<file path="src/rtl/bpred_pkg.sv">
// Shared defaults and snapshot layout for the fetch-stage return-address stack.
// Snapshot is packed MSB->LSB as {tos, count, top}.
`define BPRED_RAS_SNAP_W(ptrw, aw) ((ptrw) + (ptrw) + 1 + (aw))

package bpred_pkg;
  localparam int RAS_DEPTH = 16;
  localparam int RAS_AW    = 32;
  localparam int RAS_PTR_W = $clog2(RAS_DEPTH);

  typedef struct packed {
    logic [RAS_PTR_W-1:0] tos;
    logic [RAS_PTR_W:0]   count;
    logic [RAS_AW-1:0]    top;
  } ras_snap_t;

  function automatic int snap_cnt_lsb(input int aw);
    return aw;
  endfunction

  function automatic int snap_tos_lsb(input int ptrw, input int aw);
    return aw + ptrw + 1;
  endfunction
endpackage

</file>
<file path="src/rtl/bpred_ras_mem.sv">
// Return-address storage: one synchronous write port, one asynchronous read port.
// Contents are deliberately not reset.
module bpred_ras_mem #(
  parameter int DEPTH = 16,
  parameter int AW    = 32,
  localparam int PTR_W = $clog2(DEPTH)
) (
  input  logic             clk,
  input  logic             we,
  input  logic [PTR_W-1:0] waddr,
  input  logic [AW-1:0]    wdata,
  input  logic [PTR_W-1:0] raddr,
  output logic [AW-1:0]    rdata
);
  (* ramstyle = "MLAB, no_rw_check" *) logic [AW-1:0] mem [DEPTH];

  always_ff @(posedge clk) begin
    if (we) mem[waddr] <= wdata;
  end

  assign rdata = mem[raddr];
endmodule

</file>
<file path="src/rtl/bpred_ras_ckpt.sv">
// Circular return-address stack with snapshot-based one-cycle misprediction repair.
// Optional event counters when BPRED_RAS_STATS_EN is defined.
module bpred_ras_ckpt
  import bpred_pkg::*;
#(
  parameter int DEPTH = RAS_DEPTH,
  parameter int AW    = RAS_AW,
  localparam int PTR_W  = $clog2(DEPTH),
  localparam int SNAP_W = `BPRED_RAS_SNAP_W(PTR_W, AW)
) (
  input  logic              clk,
  input  logic              reset_n,
  input  logic              stall,
  input  logic              push,
  input  logic [AW-1:0]     push_addr,
  input  logic              pop,
  output logic [AW-1:0]     top_addr,
  output logic              top_valid,
  output logic [PTR_W:0]    count,
  output logic [SNAP_W-1:0] snap_out,
  input  logic              restore,
  input  logic [SNAP_W-1:0] snap_in,
`ifdef BPRED_RAS_STATS_EN
  output logic [31:0]       stat_push,
  output logic [31:0]       stat_pop,
  output logic [31:0]       stat_ovf,
  output logic [31:0]       stat_unf,
  output logic [31:0]       stat_restore,
`endif
  output logic              ovf_pulse,
  output logic              unf_pulse
);
  localparam logic [PTR_W-1:0] P_ONE = 1;
  localparam logic [PTR_W:0]   C_ONE = 1;
  localparam logic [PTR_W:0]   FULL  = C_ONE << PTR_W;
  localparam int CNT_LSB = snap_cnt_lsb(AW);
  localparam int TOS_LSB = snap_tos_lsb(PTR_W, AW);

  logic [PTR_W-1:0] tos_q, tos_d, tos_m1, waddr;
  logic [PTR_W:0]   cnt_q, cnt_d;
  logic             ovf_q, ovf_d, unf_q, unf_d, we, do_push, do_pop;
  logic [AW-1:0]    wdata;
  logic [PTR_W-1:0] s_tos;
  logic [PTR_W:0]   s_cnt;
  logic [AW-1:0]    s_top;

  assign s_tos   = snap_in[TOS_LSB +: PTR_W];
  assign s_cnt   = snap_in[CNT_LSB +: PTR_W+1];
  assign s_top   = snap_in[AW-1:0];
  assign tos_m1  = tos_q - P_ONE;
  assign do_push = push & ~stall & ~restore;
  assign do_pop  = pop  & ~stall & ~restore;

  always_comb begin
    tos_d = tos_q;
    cnt_d = cnt_q;
    ovf_d = 1'b0;
    unf_d = 1'b0;
    we    = 1'b0;
    waddr = tos_q;
    wdata = push_addr;
    if (restore) begin
      tos_d = s_tos;
      cnt_d = s_cnt;
      we    = (s_cnt != '0);
      waddr = s_tos - P_ONE;
      wdata = s_top;
    end else if (do_push && do_pop && cnt_q != '0) begin
      we    = 1'b1;
      waddr = tos_m1;
    end else if (do_push) begin
      // push+pop on an empty stack lands here too and behaves as a plain push
      we    = 1'b1;
      tos_d = tos_q + P_ONE;
      if (cnt_q == FULL) ovf_d = 1'b1;
      else               cnt_d = cnt_q + C_ONE;
    end else if (do_pop) begin
      if (cnt_q != '0) begin
        tos_d = tos_m1;
        cnt_d = cnt_q - C_ONE;
      end else begin
        unf_d = 1'b1;
      end
    end
  end

  always_ff @(posedge clk or negedge reset_n) begin
    if (!reset_n) begin
      tos_q <= '0;
      cnt_q <= '0;
      ovf_q <= 1'b0;
      unf_q <= 1'b0;
    end else begin
      tos_q <= tos_d;
      cnt_q <= cnt_d;
      ovf_q <= ovf_d;
      unf_q <= unf_d;
    end
  end

  bpred_ras_mem #(.DEPTH(DEPTH), .AW(AW)) u_mem (
    .clk   (clk),
    .we    (we),
    .waddr (waddr),
    .wdata (wdata),
    .raddr (tos_m1),
    .rdata (top_addr)
  );

  assign top_valid = (cnt_q != '0);
  assign count     = cnt_q;
  assign snap_out  = {tos_q, cnt_q, top_addr};
  assign ovf_pulse = ovf_q;
  assign unf_pulse = unf_q;

`ifdef BPRED_RAS_STATS_EN
  logic [4:0][31:0] stat_q, stat_d;
  logic [4:0]       ev;

  assign ev = {restore, unf_d, ovf_d, do_pop, do_push};

  always_comb begin
    stat_d = stat_q;
    for (int i = 0; i < 5; i++) stat_d[i] = stat_q[i] + {31'd0, ev[i]};
  end

  always_ff @(posedge clk or negedge reset_n) begin
    if (!reset_n) stat_q <= '0;
    else          stat_q <= stat_d;
  end

  assign stat_push    = stat_q[0];
  assign stat_pop     = stat_q[1];
  assign stat_ovf     = stat_q[2];
  assign stat_unf     = stat_q[3];
  assign stat_restore = stat_q[4];
`endif
endmodule

</file>
<file path="config.mk">
export PLATFORM = sky130hd
export DESIGN_NAME = bpred_ras_ckpt
export DESIGN_NICKNAME = d
export VERILOG_FILES = /design/src/rtl/bpred_pkg.sv /design/src/rtl/bpred_ras_mem.sv /design/src/rtl/bpred_ras_ckpt.sv
export SDC_FILE = /design/constraint.sdc
export NUM_CORES = 1
export LEC_CHECK = 0
export CAP_MARGIN = 20
export CORE_MARGIN = 4
export CORE_UTILIZATION = 55
export CTS_CLUSTER_SIZE = 8
export DETAILED_ROUTE_END_ITERATION = 6
export PLACE_DENSITY_LB_ADDON = 0.15
export REMOVE_ABC_BUFFERS = 1
export SLEW_MARGIN = 20
export SYNTH_ARGS = -nofsm -noshare
export SYNTH_HDL_FRONTEND = slang
export SYNTH_HIERARCHICAL = 1
export SYNTH_SLANG_ARGS = --single-unit
</file>
<file path="constraint.sdc">
create_clock -name clk -period 13.8 [get_ports clk]
set_input_delay 2.76 -clock clk [delete_from_list [all_inputs] [get_ports clk]]
set_output_delay 2.76 -clock clk [all_outputs]
set_load 0.01 [all_outputs]
</file>
* Yosys cells after proc, flatten, opt, wreduce, memory -nomap -nowiden
Memories as Yosys holds them, arrays and structs flattened.
Cells that the tools add are included.
** Cells by class
- Equality and inequality tests :: 3
- Multiply operators :: 0
- Add/subtract/negate cells :: 5
- Reductions and logical operators :: 8
- Bitwise gates (word level) :: 6
- Order comparisons :: 0
- Muxes and demuxes :: 28
- Shifts and indexed selects :: 0
- Div/mod/pow operators :: 0
** Operator list (count)
- $mux 32 :: 1
- $mux 5 :: 6
- $mux 4 :: 7
- $mux 1 :: 14
- $reduce_bool 5->1 :: 2
- $sub 4x1->4 const B :: 2
- $reduce_bool 3->1 :: 2
- $add 5x1->5 const B :: 1
- $eq 5x5->1 const B :: 1
- $sub 5x1->5 const B :: 1
- $add 4x1->4 const B :: 1
- $and 1x1->1 :: 4
- $reduce_and 4->1 :: 1
- $ne 3x3->1 const B :: 1
- $reduce_and 3->1 :: 1
- $logic_and 1x1->1 :: 2
- $ne 2x2->1 const B :: 1
- $not 1->1 :: 2
** Storage, ports and cells
- Logic and storage cells :: 55
- Output and inout port bits :: 81
- Latch bits :: 0
- Memory bits (writable) :: 512
- Input bits :: 79
- Register bits :: 11
- Bits in read-only memories :: 0
- Memories kept :: 1
** Memory list
- u_mem.mem :: words 16, bits a word 32, read ports 1, clocked after Yosys merged registers in 0, write ports 1, RTL line bpred_ras_mem.sv:15 : (* ramstyle = "MLAB, no_rw_check" *) logic [AW-1:0] mem [DEPTH];

* Logic depth before layout (Yosys ltp)
- Depth after elaboration :: 9
- Mapped depth :: 10
- Depth with buffers taken out :: 9

* By module
Netlist, hierarchy kept.
** By module, submodules not included
- bpred_ras_mem :: times used 1, cells each 806, area each 19213.4 um2, seq. area each 15374.7 um2
- bpred_ras_ckpt :: times used 1, cells each 207, area each 1747.9 um2, seq. area each 275.3 um2

* Least setup slack after synthesis
No wires, ideal clock.
- Path type :: input -> register
- Start point :: input port stall
- End point :: memory u_mem.mem[0][0], enable pin
- Setup time :: 0.461 ns
- Arrival :: 6.728 ns
- Data required time :: 13.339 ns
- Stages on the path :: 10
- Path slack :: 6.611 ns
- Buffers on the path :: 1
- Cell sequence :: clkbuf_1 nor2_1 nand2_1 inv_1 o211ai_1 nor4_1 xnor2_1 o21ai_0 or3b_2 nor3_1
** Between the ends
- Elaborated cells between the ends (all ways) :: 14
- Those cells by class :: 7 x mux; 5 x bitwise; 2 x reduce/logical
** RTL lines
- start: declaration :: RTL line bpred_ras_ckpt.sv:13 : input logic stall,
- $not 1->1 (*) :: RTL line bpred_ras_ckpt.sv:51, bpred_ras_ckpt.sv:52
- $and 1x1->1 (on tied branches) (2 in a row) :: RTL line bpred_ras_ckpt.sv:51, bpred_ras_ckpt.sv:52
- $logic_and 1x1->1 (*) (2 in a row) :: RTL line bpred_ras_ckpt.sv:68 : end else if (do_push && do_pop && cnt_q != '0) begin
- $mux 4 (*) :: RTL line bpred_ras_ckpt.sv:68
- $mux 4 (*) :: RTL line bpred_ras_ckpt.sv:62 : if (restore) begin
- named net waddr[3] :: RTL line bpred_ras_ckpt.sv:39 : logic [PTR_W-1:0] tos_q, tos_d, tos_m1, waddr;
- end: declaration :: RTL line bpred_ras_mem.sv:15
Mark *: on every way through the listed nets, which the timed path passes. The rest lies on a longest branch.

* Final worst setup path
- Start point :: register tos_q[0]
- End point :: output port snap_out[13]
** Between the ends
- Word-level cells in the longest chain between the ends :: 2
** Ends and longest elaborated chain
- start: declaration :: RTL line bpred_ras_ckpt.sv:39
- start signal: assignment :: RTL line bpred_ras_ckpt.sv:94 : tos_q <= tos_d;
- $sub 4x1->4 :: RTL line bpred_ras_ckpt.sv:50 : assign tos_m1 = tos_q - P_ONE;
- named net tos_m1[0] :: RTL line bpred_ras_ckpt.sv:39
- $mem_v2 16x32
- end: declaration :: RTL line bpred_ras_ckpt.sv:20 : output logic [SNAP_W-1:0] snap_out,
The timed path passes the listed nets, and every way through them passes these cells.

==> impl_metrics.toml <==
[setup_path]
cp_max_fo = 85
reg2reg_to = "u_mem/mem[3][3]"
r2r_start = "tos_q[0]"
rr_worst_depth = 8
crit_type = "reg2out"
worstSetupStartpointType = "register"
endpoint_kind = "output pin"
r2r_setup_slack_ps = 9400
cp.required_ps = 11040
critPathArrivalTime_ps = 5390

[placement]
numPortBuffers = 159
place_hpwl_mm = 22.9
gp_congestion = 0.766
pre_cts_ws_ps = 6110
dp.cells = 1613

[logic_synthesis]
synth-xor-area-share = 0.00585
syn_avg_cell_area_um2 = 20.7
synth_mux_area_frac = 0.160
synth_adder_area_share = 0.00454
synth-compound-area-share = 0.0316
synth_cell_types = 46
synthTopCellsByArea = "edfxtp_1, mux4_2, a22oi_1"
synth_top_family_by_area = "multiplexers"
synthSimpleGateAreaFrac = 0.0233
synth_top_area_frac = 0.733
synth_edf_count = 512
synthFlopType = "edfxtp_1"
syn-cell-area_mm2 = 0.0210
synth_warnings = 6
ys_ff_latch = 523
synthCells = 1013
synth_top_area_cell = "edfxtp_1"
yosysSeqAreaShare = 0.747
synthArstFlopShare = 0.0210

[clock_network]
cts_sinks = 523
cts-buffers-inserted = 75
hold_buffers = 0
clkSlewWorstSetupHoldPaths_ps = 50
cts_max_level = 3
clockBufferDepth = 3
cts.repair.resized = 0
clkLatencyLatePin_ps = 570
ctsRootBufferMaster = "clkbuf_16"
cts_tree = "built"
cts_setup_buffers = 0

[pwr]
swShare = 0.250
clkPwrFrac = 0.371
pwr-share-comb = 0.206
power_density_mw_per_mm2 = 173
power_frac_seq = 0.423
p_leak_nw = 8.12
vdd.ir_drop.worst_uv = 88.4
p_switching_mw = 1.09
intPower_mw = 3.25

[detailed_routing]
drt-vias-per-instance = 6.10
dr.pass1.iters = 5
remaining_drc_errors = 0
drtAntennaViolNets = 0
drt_iter0_markers = 1106
num_vias = 10500
wl_per_cell_um = 26.2
wirelength_mm = 45.0

[finish]
nNetsFinal = 1265
syn2layout_area_growth_pct = 19.4
diodes = 0
drive_gt1_frac = 0.247
final_common_cell = "edfxtp_1"
most-common-layout-cells = "edfxtp_1, clkdlybuf4s50_1, mux4_2, clkbuf_16, a22oi_1"
n_fill_cell = 2495
finalNonFillerCells = 1716

[timing]
drv_slew = 0
fmax_mhz = 123
hold_violations = 0
whs_ps = 670
fin_crit_sh = 0.590
tightest_slew_ps = 1150
layout_setup_ws_ps = 5650
rsz0062_at_grt = "no"
setup_violations = 0
fin_tns_setup_ps = 0
min_period_ps = 8150
skew_ps = 20.7
slew_headroom = 0.235

[worst_hold_path]
holdPathStages = 2
hold_class = "reg2reg"
min_from = "count[3]"
min_to = "count[3]"

[run_status]
outcome = "finished clean"

[floorplan]
core_mm2 = 0.0377
initial_core_util = 0.557
die_h_um = 203
design.die.area_mm2 = 0.0413
rows = 71
dieWidth_um = 203
pin_count = 160

[grt]
grt_start_max_net_pins = 86
grt_pass1_wl_mm = 68.6
first_global_vias = 11200
antenna_found_initial = 0
groute.usage.overall = 0.223
overflow = 0

[job]
maxCapViolations = 0
-- synth_stat cells (2+ instances only) --
cell type / number
nor4_1: 4
nor2_1: 21
inv_1: 11
dfrtp_1: 11
clkbuf_1: 25
buf_4: 48
nor3b_1: 4
ha_1: 6
mux2_2: 35
or4_1: 2
a22oi_1: 64
nand2_1: 47
xnor2_1: 9
mux2i_1: 7
nand2b_1: 5
o21ai_0: 7
o21ai_1: 3
nor2b_1: 5
mux4_2: 128
buf_1: 14
a31oi_1: 2
edfxtp_1: 512
a21oi_1: 4
xor2_1: 5
buf_2: 4
nand3b_1: 3
buf_6: 2
nor3_1: 7
-- final cells by class --
class                   count  area [µm²]  area share
flip-flops and latches    523       15700       0.625
multi-input cells         385        4860       0.194
clock buffers              97        2000      0.0800
repair buffers            183        1770      0.0706
well taps                 511         639      0.0255
clock inverters             6        66.3     0.00265
inverters                  11        51.3     0.00205
-- worst max-delay path: stages, from the launching register on --
cell and delay (ps):
dfrtp_1 520, inv_8 690, ha_1 420, inv_4 450, buf_4 650, buf_4 670, mux4_2 410, a22oi_1 200
nand2_1 190, clkdlybuf4s50_1 530
-- state kept, by name, indices dropped and copies added (netlist names) --
register / count
u_mem/mem: 512
count: 5
tos_q: 4
ovf_pulse: 1
unf_pulse: 1
-- logic make-up after synthesis --
logic type                 after synthesis
AOI/OAI and AO/OA                       90
xor gates and xnor gates                14
adders and majority gates                7
buffers and inverters                  105
DFF                                    523
muxes                                  170
and+or+nand+nor                        104
-- worst max-delay path by stage --
stage / cells past startpoint / end / from
6_report: 9 / snap_out[13] / tos_q[0]
2_1_floorplan: 6 / snap_out[0] / tos_q[0]
5_1_grt: 9 / snap_out[13] / tos_q[0]
3_5_place_dp: 9 / snap_out[13] / tos_q[0]
3_3_place_gp: 9 / snap_out[13] / tos_q[0]
4_1_cts: 9 / snap_out[13] / tos_q[0]
-- power by group through the flow --
stage	clock network [mW]	logic (mW)	registers, mW
final	1.61	0.894	1.84
after global routing	1.71	0.956	1.84
after floorplan	0	0.521	1.86
after CTS	1.64	0.910	1.84
after detailed placement	0	0.904	1.86
after global placement	0	0.895	1.86
-- per-layer routing --
layer / routed length [µm] / global-route usage / up-vias
met5: 0 / 0 / -
met4: 642 / 0.0585 / 0
met3: 3730 / 0.0350 / 50
met2: 22100 / 0.356 / 517
met1: 18500 / 0.331 / 5433
li1: - / - / 4474
-- through the flow --
| stage | total power, mW | instance area (µm²) | utilization |
|---|---|---|---|
| 3_3_place_gp | 2.76 | 23000 | 0.609 |
| 6_report | 4.34 | 25000 | 0.665 |
| 3_5_place_dp | 2.77 | 23000 | 0.610 |
| 2_1_floorplan | 2.38 | 20400 | - |
| 4_1_cts | 4.38 | 25000 | 0.665 |
| 5_1_grt | 4.51 | 25000 | 0.665 |
Power figures use the tool's default switching activity.
